==> config.mk <==
export PLATFORM = sky130hd
export DESIGN_NAME = xslideaccum_ctrl
export DESIGN_NICKNAME = d
export VERILOG_FILES = /design/src/rtl/xslideaccum_ctrl.sv
export SDC_FILE = /design/constraint.sdc
export NUM_CORES = 1
export LEC_CHECK = 0
export BUFFER_PORTS_ARGS = -buffer_cell sky130_fd_sc_hd__buf_2
export CAP_MARGIN = 20
export CORE_UTILIZATION = 49
export CTS_CLUSTER_SIZE = 8
export DETAILED_ROUTE_END_ITERATION = 8
export PLACE_DENSITY = 0.87
export SYNTH_ARGS = -nofsm -noshare
export SYNTH_HDL_FRONTEND = slang
export SYNTH_SLANG_ARGS = --single-unit
==> constraint.sdc <==
create_clock -name clk -period 3.7 [get_ports clk]
set_clock_uncertainty 0.05 [all_clocks]
set_input_delay 0.185 -clock clk [delete_from_list [all_inputs] [get_ports clk]]
set_output_delay 0.185 -clock clk [all_outputs]
set_load 0.005 [all_outputs]
==> src/rtl/xslideaccum_ctrl.sv <==
// Sequencing controller for a sliding-window accumulator: run start/stop, history clear,
// input gating, and qualification of accumulator sums so only full-window results leave.
module xslideaccum_ctrl #(
  parameter int BWID     = 16,
  parameter int NWINDOWS = 64,
  parameter int AWID     = $clog2(NWINDOWS) + BWID,
  parameter int CWID     = $clog2(NWINDOWS) + 1
) (
  input  logic            clk,
  input  logic            rst,
  input  logic            i_start,
  input  logic            i_stop,
  input  logic [BWID-1:0] iv_data,
  input  logic            i_nd,
  output logic            o_ready,
  output logic [BWID-1:0] ov_acc_data,
  output logic            o_acc_nd,
  output logic            o_acc_rst,
  input  logic [AWID-1:0] iv_acc_sum,
  input  logic            i_acc_dv,
  output logic [AWID-1:0] ov_sum,
  output logic            o_dv,
  output logic [CWID-1:0] ov_fill,
  output logic [2:0]      ov_state
);

  typedef enum logic [2:0] {
    IDLE  = 3'd0,
    CLEAR = 3'd1,
    FILL  = 3'd2,
    RUN   = 3'd3,
    DRAIN = 3'd4
  } state_t;

  localparam logic [CWID-1:0] FULL = CWID'(NWINDOWS);

  state_t          state, state_nxt;
  logic [1:0]      drain_cnt;
  logic            accept;
  logic [CWID-1:0] fill_inc;
  logic            fwd_tag;
  logic [1:0]      tag_pipe;
  logic            emit;

  assign accept   = i_nd & o_ready;
  assign fill_inc = (ov_fill == FULL) ? FULL : ov_fill + 1'b1;
  // A restart in the same cycle as a qualified accumulator result suppresses it too.
  assign emit     = i_acc_dv & tag_pipe[1] & ~i_start;
  assign ov_state = state;

  // NOTE: sequential state uses non-blocking assignments so every register samples pre-edge values.
  always_ff @(posedge clk) begin
    if (rst) state <= IDLE;
    else     state <= state_nxt;
  end

  // NOTE: every comb output gets a default first so no latch is inferred on unlisted paths.
  always_comb begin
    state_nxt = state;
    if (i_start) begin
      state_nxt = CLEAR;
    end else begin
      case (state)
        IDLE:  state_nxt = IDLE;
        CLEAR: state_nxt = FILL;
        FILL: begin
          if (i_stop)                          state_nxt = DRAIN;
          else if (accept && fill_inc == FULL) state_nxt = RUN;
        end
        RUN:   if (i_stop) state_nxt = DRAIN;
        DRAIN: if (drain_cnt == 2'd2) state_nxt = IDLE;
        default: state_nxt = IDLE;
      endcase
    end
  end

  always_comb begin
    o_ready   = 1'b0;
    o_acc_rst = 1'b0;
    case (state)
      CLEAR:     o_acc_rst = 1'b1;
      FILL, RUN: o_ready   = 1'b1;
      default:   ;
    endcase
  end

  always_ff @(posedge clk) begin
    if (rst || state != DRAIN) drain_cnt <= 2'd0;
    else                       drain_cnt <= drain_cnt + 2'd1;
  end

  // Tag marks samples that complete a full window; it rides a pipe matched to the
  // forward register plus the accumulator's 2-clk latency.
  always_ff @(posedge clk) begin
    if (rst) begin
      ov_fill     <= '0;
      o_acc_nd    <= 1'b0;
      ov_acc_data <= '0;
      fwd_tag     <= 1'b0;
      tag_pipe    <= 2'b00;
      o_dv        <= 1'b0;
      ov_sum      <= '0;
    end else begin
      o_acc_nd <= accept;
      if (accept) ov_acc_data <= iv_data;

      if (i_start)     ov_fill <= '0;
      else if (accept) ov_fill <= fill_inc;

      fwd_tag  <= accept & (fill_inc == FULL) & ~i_start;
      tag_pipe <= i_start ? 2'b00 : {tag_pipe[0], fwd_tag};

      o_dv <= emit;
      if (emit) ov_sum <= iv_acc_sum;
    end
  end

endmodule

==> impl_results.md <==
- Outcome: finished clean
- Yosys warnings: 0
- Asr flop ratio synth: 0%
- Most frequent cell after synthesis: nand2_1
- Final period util: 55.0%
- Num rows: 23
- Setup CP Type: reg -> reg
- Reg2reg end: ov_state[0]$_SDFFE_PP0P_
- Max-Cap Viols: 0
- Critical path startpoint category: flip-flop
- Fill count: 358
- Hold depth: 3
- Post-synth EDFFs: 0
- Pin count of the biggest net entering global routing: 43
- Pre-antenna DRT Iters: 4
- Top cells by count, synth: nand2_1 (86), dfxtp_1 (55), a21oi_1 (43)
- Grt total ovfl: 0
- Setup bufs post-CTS: 0
- Peak VDD IR: 0.264 mV
- Nets: 392
- R2R Path Start: ov_state[1]$_SDFFE_PP0P_
- # resized after CTS: 0
- Total die area: 4530 um^2
- CP max stage delay: 0.63 ns
- Worst hold endpoint: ov_sum[8]$_SDFFE_PP0P_
- Worst path slowest cell: nand3b_1
- Critical path fanouts, max: 23
- Sink Count: 55
- ANT nets after route: 0
- Synthesized flop and latch total: 55
- Post-Syn Area: 2090 um^2
- Via/cell ratio: 4.83
- CP Capture Type: flip-flop
- First-pass GRT wire length: 7.13 mm
- Layout cells sized above 1: 31.8%
- PD cells: 386 nW/um^2
- Total leakage power: 0.00118 uW
- Post-synthesis sequential area ratio: 52.7%
- Fin util: 66.2%
- Yosys top cell by area: dfxtp_1
- Cells after synthesis: 258
- Worst Path Buf+Inv: 0
- Clk buf depth: 2
- Fin. Hold Viols: 0
- Hold Crit Class: in -> reg
- Crit path cell chain: nand3b_1, a2111o_1, a211oi_2
- Drc violations: 0
- Final GP Congestion: 0.858
- Cell family with the largest share of critical-path delay: compound AO/OA/AOI/OAI gates
- Crit path DAT: 2.21 ns
- Dominant cells by area after synthesis: dfxtp_1 (53%), nand2_1 (15%), a21oi_1 (10%)
- Slew headroom: 42.4%
- Non-filler instance count after layout: 396
- Fmax: 491 MHz
- Die Span Y: 67.3 um
- Clock Tree Root: clkbuf_8
- Period minus WS final: 2.04 ns
- CTS tree: yes
- Min-delay src: iv_acc_sum[8]
- DR iter-0 viols: 111
- Post-synth net total: 305
- Placed cells: 388
- Num CTS Buffers: 5
- Layout overhead on the synthesized area: 28.5%
- Final count of pins violating max slew: 0
- Port buffer count: 95
- Vias in the first global route: 1627
- Worst slew pin tran: 0.862 ns
- Distinct cells, synth: 34
- RSZ-0062 raised after global routing: false
- Clk slew on worst S/H paths: 0.09 ns
- Synth Flop Type: dfxtp_1
- Core area: 4060 um^2
- Top cell type's share of synthesized area: 52.7%
- Wirelength per Cell: 11.7 um
- CTS H-tree depth: 2
- Ant. Diodes: 0
- Total wire length: 4.61 mm
- Hold buffers post-CTS: 0
- Initial core utilization: 51.5%
- Die width: 67.3 um
- Via count: 1914
- Clk Latency, worst-skew pair: 0.29 ns
- Ports: 96
- Reg2Reg Depth: 3
- Gr usage total: 20.9%
- Required time worst endpoint: 3.87 ns
- Syn Area/Cell: 8.10 um^2
- Setup TNS: 0 ns
- Estimated wirelength of the detail-placed design: 3.24 mm
- Initial antenna violation count: 0
- FF-to-FF setup slack: 1.66 ns
- # setup viols final: 0
## how the worst max path moves through the flow
stage / startpoint / endpoint / slack [ns] / cells after the start
after floorplan: ov_fill[0]$_SDFFE_PP0P_ / ov_state[0]$_SDFFE_PP0P_ / 1.96 / 6
after global placement: ov_state[1]$_SDFFE_PP0P_ / ov_state[0]$_SDFFE_PP0P_ / 1.74 / 3
after detailed placement: ov_state[1]$_SDFFE_PP0P_ / ov_state[0]$_SDFFE_PP0P_ / 1.67 / 3
after CTS: ov_state[1]$_SDFFE_PP0P_ / ov_state[0]$_SDFFE_PP0P_ / 1.66 / 3
after global routing: ov_state[1]$_SDFFE_PP0P_ / ov_state[0]$_SDFFE_PP0P_ / 1.49 / 3
final: ov_state[1]$_SDFFE_PP0P_ / ov_state[0]$_SDFFE_PP0P_ / 1.66 / 3
## metal layers
metal,vias to the layer above,GRT usage (%),wire length (um)
met2,66,35.3,2340
li1,1011,-,-
met4,0,6.65,33
met1,835,25.5,1970
met3,2,5.91,270
met5,-,0,0
## flip-flops by register name (all words and copies together) (netlist names)
| register | count |
|---|---|
| ov_state | 3 |
| ov_fill | 7 |
| drain_cnt | 2 |
| ov_sum | 22 |
| ov_acc_data | 16 |
| o_dv | 1 |
| o_acc_nd | 1 |
| tag_pipe | 2 |
| fwd_tag | 1 |
## area by class of cell
class | instances | area (um^2) | share of cell area, %
multi-input cells | 181 | 898 | 33.5
clock inverters | 2 | 35.0 | 1.30
well taps | 50 | 62.6 | 2.33
inverters | 6 | 22.5 | 0.839
clock buffers | 6 | 82.6 | 3.08
flip-flops and latches | 55 | 1100 | 41.0
repair buffers | 96 | 483 | 18.0
## power breakdown
| part | switching (uW) | internal, uW | leakage [uW] |
|---|---|---|---|
| logic | 21.3 | 21.4 | 0.000672 |
| registers | 1.69 | 593 | 0.000443 |
| clock network | 179 | 219 | 0.0000612 |
## per-stage QoR
step	total power [uW]	hold WS, ns	setup WS, ns	area, um^2
after floorplan	624	0.252	1.96	2090
after global placement	651	0.350	1.74	2570
after detailed placement	652	0.357	1.67	2570
after CTS	1050	0.0547	1.66	2690
after global routing	1080	0.0499	1.49	2690
final	1040	0.0621	1.66	2690
## worst min-delay path, delay by kind of cell
family                 cells  cell delay (ns)
AND/OR/NAND/NOR            1             0.04
AO/OA/AOI/OAI              1             0.05
buffers and inverters      1             0.09
## cells by family after synthesis
| kind of cell | synth area share, % |
|---|---|
| buf+inv | 4.31 |
| xor+xnor | 2.10 |
| simple gates | 25.5 |
| mux | 0.479 |
| fa+ha+maj | 1.80 |
| flops | 52.7 |
| compound gates | 13.2 |
## cell usage in the layout, fill, tap and decap left out, types with 2 or more instances in the layout
cell and instances:
a21oi_1 43, ha_1 3, nor2b_1 2, nor3_1 3
dfxtp_1 55, or2_2 3, nand2_1 86, inv_1 6
buf_2 95, xor2_1 2, nand3_1 3, clkbuf_8 6
nor2_1 13, xnor2_1 3
Power figures use the tool's default switching activity.
